**config.mk**
```make
export PLATFORM = sky130hd
export DESIGN_NAME = fifo_wr_arbiter
export DESIGN_NICKNAME = d
export VERILOG_FILES = /design/src/rtl/fifo_wr_arbiter.sv
export SDC_FILE = /design/constraint.sdc
export NUM_CORES = 1
export LEC_CHECK = 0
export ABC_AREA = 1
export CAP_MARGIN = 20
export CORE_ASPECT_RATIO = 1.4
export CORE_MARGIN = 8
export CORE_UTILIZATION = 39
export DETAILED_ROUTE_END_ITERATION = 10
export GPL_ROUTABILITY_DRIVEN = 0
export PLACE_DENSITY = 0.76
export RECOVER_POWER = 25
export SYNTH_ARGS = -nofsm -noshare
export SYNTH_HDL_FRONTEND = slang
export SYNTH_SLANG_ARGS = --single-unit
```
**constraint.sdc**
```tcl
create_clock -name clk -period 1.48 [get_ports clk]
set_input_delay 0.296 -clock clk [delete_from_list [all_inputs] [get_ports clk]]
set_output_delay 0.296 -clock clk [all_outputs]
set_load 0.01 [all_outputs]
```
**src/rtl/fifo_wr_arbiter.sv**
```systemverilog
// Round-robin arbiter sharing one FIFO write port among NUM_REQ valid/ready producers, in bursts of up to BURST_LEN beats.
// Latency: one arbitration cycle in IDLE, then one beat per cycle straight through to fifo_wr_en/fifo_wr_data.
// Backpressure: fifo_full drops req_ready and fifo_wr_en and stalls the burst in place; the grant is never dropped on full.
module fifo_wr_arbiter #(
    parameter int NUM_REQ    = 4,
    parameter int DATA_WIDTH = 8,
    parameter int BURST_LEN  = 4,
    parameter int IDW        = $clog2(NUM_REQ)
) (
    input  logic                          clk,
    input  logic                          rst_n,
    input  logic [NUM_REQ-1:0]            req_valid,
    input  logic [NUM_REQ*DATA_WIDTH-1:0] req_data,
    output logic [NUM_REQ-1:0]            req_ready,
    input  logic                          fifo_full,
    output logic                          fifo_wr_en,
    output logic [DATA_WIDTH-1:0]         fifo_wr_data,
    output logic                          grant_valid,
    output logic [IDW-1:0]                grant_id,
    output logic [15:0]                   beats_total
);

    // Beat counter must hold 0..BURST_LEN-1; keep at least one bit for BURST_LEN=1.
    localparam int BCW = (BURST_LEN > 1) ? $clog2(BURST_LEN) : 1;
    localparam logic [BCW-1:0] LAST_BEAT = BCW'(BURST_LEN - 1);

    typedef enum logic {
        IDLE  = 1'b0,
        BURST = 1'b1
    } state_t;

    state_t          state;
    logic [IDW-1:0]  rr_ptr;
    logic [BCW-1:0]  beat_cnt;

    logic            pick_vld;
    logic [IDW-1:0]  pick_id;
    logic            sel_valid;
    logic            last_beat;

    // Index base+offs wrapped into 0..NUM_REQ-1; offs never exceeds NUM_REQ-1
    // and base is always a legal index, so one subtraction is enough.
    function automatic logic [IDW-1:0] rot_idx(input logic [IDW-1:0] base, input int offs);
        int s;
        s = int'(base) + offs;
        if (s >= NUM_REQ) begin
            s = s - NUM_REQ;
        end
        return IDW'(s);
    endfunction

    // Round-robin pick: first valid requester at or above rr_ptr, wrapping.
    // Walk offsets downward so the smallest offset wins last.
    always_comb begin
        pick_vld = 1'b0;
        pick_id  = '0;
        for (int k = NUM_REQ - 1; k >= 0; k--) begin
            if (req_valid[rot_idx(rr_ptr, k)]) begin
                pick_vld = 1'b1;
                pick_id  = rot_idx(rr_ptr, k);
            end
        end
    end

    // Datapath toward the FIFO: only the granted lane is ever ready, and only while the FIFO has room.
    always_comb begin
        sel_valid    = req_valid[grant_id];
        fifo_wr_data = req_data[grant_id*DATA_WIDTH +: DATA_WIDTH];
        fifo_wr_en   = grant_valid & sel_valid & ~fifo_full;
        last_beat    = (beat_cnt == LAST_BEAT);
        req_ready    = '0;
        if (grant_valid && !fifo_full) begin
            req_ready[grant_id] = 1'b1;
        end
    end

    // Grant FSM with registered grant outputs and the running beat total.
    always_ff @(posedge clk or negedge rst_n) begin
        if (!rst_n) begin
            state       <= IDLE;
            grant_valid <= 1'b0;
            grant_id    <= '0;
            rr_ptr      <= '0;
            beat_cnt    <= '0;
            beats_total <= '0;
        end else begin
            case (state)
                IDLE: begin
                    // Pointer moves only at grant time, which is what bounds each requester to one grant per round.
                    if (pick_vld) begin
                        state       <= BURST;
                        grant_valid <= 1'b1;
                        grant_id    <= pick_id;
                        rr_ptr      <= rot_idx(pick_id, 1);
                        beat_cnt    <= '0;
                    end
                end
                BURST: begin
                    if (fifo_wr_en) begin
                        beats_total <= beats_total + 16'd1;
                        if (last_beat) begin
                            state       <= IDLE;
                            grant_valid <= 1'b0;
                        end else begin
                            beat_cnt <= beat_cnt + BCW'(1);
                        end
                    end else if (!sel_valid) begin
                        // Granted producer went quiet: hand the port back early.
                        state       <= IDLE;
                        grant_valid <= 1'b0;
                    end
                    // Otherwise the FIFO is full with data pending: hold everything.
                end
                default: begin
                    state       <= IDLE;
                    grant_valid <= 1'b0;
                end
            endcase
        end
    end

endmodule

```
; Word level (Yosys, flattened, before mapping)
; Index checks and enable logic that the tools add are counted.
[classes]
bitwise = 4
mux = 40
reduce_logical = 7
order_cmp = 11
n_eq_ne = 6
n_addsub = 11
shifts = 1
[ops]
columns = op, n
row1 = $shiftx A32 B6 Y8, 1
row2 = $mux W2, 12
row3 = $mux W1, 18
row4 = $add A16 B1 Y16 const B, 1
row5 = $lt A2 B3 Y1 const B, 5
row6 = $ge A3 B3 Y1 const B, 4
row7 = $bmux W1 S2, 5
row8 = $sub A2 B1 Y2 const B, 5
row9 = $add A2 B1 Y3 const B, 2
row10 = $add A2 B2 Y3 const B, 2
row11 = $ne A2 B2 Y1 const B, 3
row12 = $reduce_and A3 Y1, 2
row13 = $mux W4, 1
row14 = $pmux W1 S2, 2
row15 = $pmux W2 S2, 1
row16 = $reduce_and A2 Y1, 2
row17 = $ge A2 B3 Y1 const B, 1
row18 = $ne A3 B2 Y1 const B, 1
row19 = $ne A3 B3 Y1 const B, 1
row20 = $add A2 B1 Y2 const B, 1
row21 = $and A1 B1 Y1, 2
row22 = $demux W1 S2, 1
row23 = $eq A2 B2 Y1 const B, 1
row24 = $ge A2 B1 Y1 const B, 1
row25 = other kinds (3), 5
[totals]
ff_bits = 24
out_inout_bits = 32
elab_cells = 86
input_bits = 39

; Longest topological paths before layout
[depth]
depth_word = 12
mapped_depth = 11
ltp_nobuf = 11

; Least setup slack after synthesis
; No wires, ideal clock.
[synth_timing]
path_type = reg2reg
from = register grant_id[1]
to = register beat_cnt[0]
synth_period_minus_slack_ns = 1.591
slack_ns = -0.111
stages_incl_launch_ff = 12
n_path_buf = 1
setup_ns = 0.117
arrival_ns = 1.473
required_time_ns = 1.363
cell_sequence = dfrtp_1 nor2_2 inv_2 o22ai_2 nor2_2 nor2_4 nand2_2 buf_6 nor2_4 inv_2 nand3_1 nand2_1
[synth_between]
elab_chain_len = 6
[synth_rtl]
columns = element, line_no
row1 = start: declaration, 19  ; output logic [IDW-1:0] grant_id,
row2 = start signal: assignment, 93  ; grant_id <= pick_id;
row3 = $bmux W1 S2, 67  ; sel_valid = req_valid[grant_id];
row4 = $mux W1 (not written as such), 67
row5 = $and A1 B1 Y1 (2 in series), 69  ; fifo_wr_en = grant_valid & sel_valid & ~fifo_full;
row6 = via fifo_wr_en, 16  ; output logic fifo_wr_en,
row7 = $ne A2 B2 Y1 (no line), -
row8 = $reduce_and A3 Y1 (no line), -
row9 = end signal: assignment, 105  ; beat_cnt <= beat_cnt + BCW'(1);
row10 = end: declaration, 34  ; logic [BCW-1:0] beat_cnt;
; The timed path passes the listed nets, and every way through them passes these cells. The select of a mux whose other input is x is not followed.
; A chain may end at the register's enable or synchronous reset.

; Worst setup path in the final report
[layout_timing]
from = register grant_id[0]
to = register beats_total[12]
[layout_between]
elab_chain_len = 5
[layout_rtl]
columns = element, line_no
row1 = $bmux W1 S2, 67
row2 = $mux W1 (not written as such), 67
row3 = $and A1 B1 Y1 (2 in series), 69
row4 = $reduce_and A2 Y1 (no line), -
row5 = end signal: assignment, 100  ; beats_total <= beats_total + 16'd1;
row6 = end: declaration, 20  ; output logic [15:0] beats_total
; No other way between the ends. The select of a mux whose other input is x is not followed.

==> summary.md <==
| Metric | Value |
|---|---|
| Yosys synthesis warning count | `0` |
| Post-Syn Nets | `289` |
| Sequential share of the synthesized area | `34.4%` |
| Status | `finished, violations left` |
| Worst-Margin Slew | `610 ps` |
| CTS root buf | `clkbuf_8` |
| DRC | `0` |
| First DRT Iteration DRCs | `56` |
| HP Start | `beat_cnt[1]` |
| Avg Inst Size Synth | `7.05 sq um` |
| Fin Clk Skew | `9.60 ps` |
| Mapped Area | `0.00175 sq mm` |
| Hold WC Path Type | `register to register` |
| Port Buffers | `70` |
| Worst Hold Path EP | `beat_cnt[1]` |
| Post-detail-place hpwl | `4.51 mm` |
| Fin cells | `438` |
| Std cell rows | `29` |
| Layout cells sized above 1 | `40.7%` |
| Die ar. | `0.00691 sq mm` |
| Via count | `2244` |
| CP Capture Type | `register` |
| Via count of the first global-routing pass | `2206` |
| Post-route setup slack | `-287 ps` |
| Final wirelength | `6.78 mm` |
| Sink Count | `24` |
| CTS buffer count | `3` |
| Nets | `418` |
| Clock buffer depth | `2` |
| Met1 Use GR | `18.1%` |
| Final Critical Period | `1770 ps` |
| R2R cell count | `11` |
| Netlist cell types | `30` |
| Critical path, cell by cell | `buf_6, nand2_4, o22ai_4, nor2_4, nor2_4, buf_6, nand2_8, clkinvlp_4, buf_12, nand2_2, nand2_1` |
| First-pass GRT wire length | `10.1 mm` |
| VDD IR max | `1.26 mV` |
| Commonest non-fill, non-tap cells in the layout | `49 x nand2_1, 43 x buf_4, 33 x clkdlybuf4s50_1, 29 x nand3_1, 20 x dlygate4sd2_1` |
| Seq cells post-synth | `24` |
| P_leak | `1.54 nW` |
| Max-cap violations | `0` |
| Critical path class | `register to register` |
| Final setup TNS | `-7100 ps` |
| Failing checks | `setup timing` |
| Slowest stage delay, CP | `480 ps` |
| Drt pass-1 iters | `4` |
| Fin crit share | `119%` |
| DP Worst Slack | `-550 ps` |
| Post-Syn Instances | `248` |
| Die X-Extent | `72.6 um` |
| Placement Cell Area | `0.00283 sq mm` |
| Hold Path Depth | `2` |
| Met3 Use GR | `4.63%` |
| TritonCTS clock tree | `done` |
| Hold Slack | `519 ps` |
| Wire per inst | `15.5 um` |
| FMAX | `566 MHz` |
| Global routing's busiest layer | `met2` |
| CP Max Fanout | `5` |
| Vias/cell | `5.12` |
| Final Util | `72.6%` |
| Gr ovfl total | `0` |
| P per Cell Area | `1860 mW/mm^2` |
| I/O pins | `71` |
| Final slew viol count | `0` |
| Core area | `0.00443 sq mm` |
| Final-report setup violation count | `36` |
| Largest net degree at the start of global routing | `25` |
| Antenna viol nets, final | `0` |
| H-tree depth | `1` |
| Design area | `0.00321 sq mm` |
| Initial antenna violation count | `0` |
| Worst-path clk slew | `80 ps` |
| Critical path arrival | `1930 ps` |
| Placed Instances | `417` |
| Pwr Total | `5.98 mW` |
| Commonest non-fill, non-tap cell in the layout | `nand2_1` |
| Worst-Skew Late Latency | `270 ps` |
| Gr usage total | `18.1%` |
| Number of diodes | `0` |
| Reg-to-Reg End | `beats_total[12]` |
| Fin. Hold Viols | `0` |
| Initial Utilization | `39.5%` |
| Worst r2r src | `grant_id[0]` |
| Worst setup SP type | `register` |
| Rel. slew slack | `59.3%` |
| Reg2Reg Setup Slack | `-290 ps` |
| RSZ-0062 raised after global routing | `yes` |
| CP Data Required Time | `1640 ps` |
| Crit-path slowest cell | `dfrtp_2` |
| Die span in y | `95.2 um` |
| Grt met2 use | `33.9%` |
| Layout area overhead | `83.8%` |
## cell families after synthesis
logic type / share of synthesized area (%)
xor gates and xnor gates: 6.51
and+or+nand+nor: 37.7
adders and majority gates: 1.43
DFF: 34.4
buffers and inverters: 9.23
AOI/OAI and AO/OA: 10.8
## how the worst max path moves through the flow
stage,slack (ps),from,to
after floorplan,-50,grant_id[0],beat_cnt[0]
after global placement,-540,req_valid[3],fifo_wr_en
after detailed placement,-550,req_valid[3],fifo_wr_en
after CTS,-270,grant_id[0],fifo_wr_en
after global routing,-360,grant_id[0],beats_total[10]
final,-290,grant_id[0],beats_total[12]
## sequential cells by signal, indices dropped and copies added, names as in the netlist
signal and count:
beat_cnt 2, rr_ptr 2, beats_total 16, grant_valid 1, state 1, grant_id 2
## layer usage
layer	vias up	wire length, um	part of all wire (%)
met3	21	548	8.1
met1	1048	2580	38
met2	98	3430	51
met4	0	212	3.1
met5	-	0	0
li1	1077	-	-
## synth_stat cells
master    number  share of area [%]
nand2_1       67                 14
nand3_1       34                9.7
inv_1         25                5.4
dfrtp_1       24                 34
nor2_1        12                2.6
nor3_1         9                2.6
o21ai_1        9                2.6
xor2_1         8                4.0
a22oi_1        7                3.0
inv_2          6                1.3
nand4_1        6                2.1
o21ai_0        6                1.7
nor2_2         5                1.8
xnor2_1        5                2.5
buf_4          4                1.7
a21oi_1        3               0.86
ha_1           2                1.4
nand2_2        2               0.72
nor2_4         2                1.3
o22ai_2        2                1.4
a31oi_1        1               0.36
buf_6          1               0.64
clkbuf_1       1               0.21
nand2_4        1               0.64
nand3_2        1               0.57
nand3b_1       1               0.43
nor3b_1        1               0.43
nor4_1         1               0.36
o21a_1         1               0.43
o21bai_1       1               0.43
## layout make-up
type                       instances  area, sq um
sequential                        24          607
clock buffer                       4         45.0
tap                               62         77.6
multi-input combinational        187         1230
inverter                          31          126
fill                             330         1210
timing repair inverter             1         7.51
timing repair buffer             129         1120
## worst max-delay path, delay by kind of cell (launching register included)
kind	cells	cell delay, ps
AND/OR/NAND/NOR	6	490
AO/OA/AOI/OAI	1	80
buffers and inverters	4	600
flip-flops	1	480
## power breakdown
part | switching, mW | internal (mW) | leakage, nW
Sequential | 0.254 | 0.882 | 0.295
Combinational | 2.33 | 2.12 | 1.22
Clock | 0.205 | 0.193 | 0.0228
Total | 2.79 | 3.20 | 1.54
## timing repair
action | in CTS | in global routing
hold endpoints to repair | 0 | 0
buffers inserted | 14 | 4
hold buffers | 0 | 0
endpoints found under the setup margin | 56 | 39
gates cloned | 1 | 0
pin swaps | 9 | 13
resized for setup | 126 | 49
No activity file was read; power rests on OpenSTA's default activity.
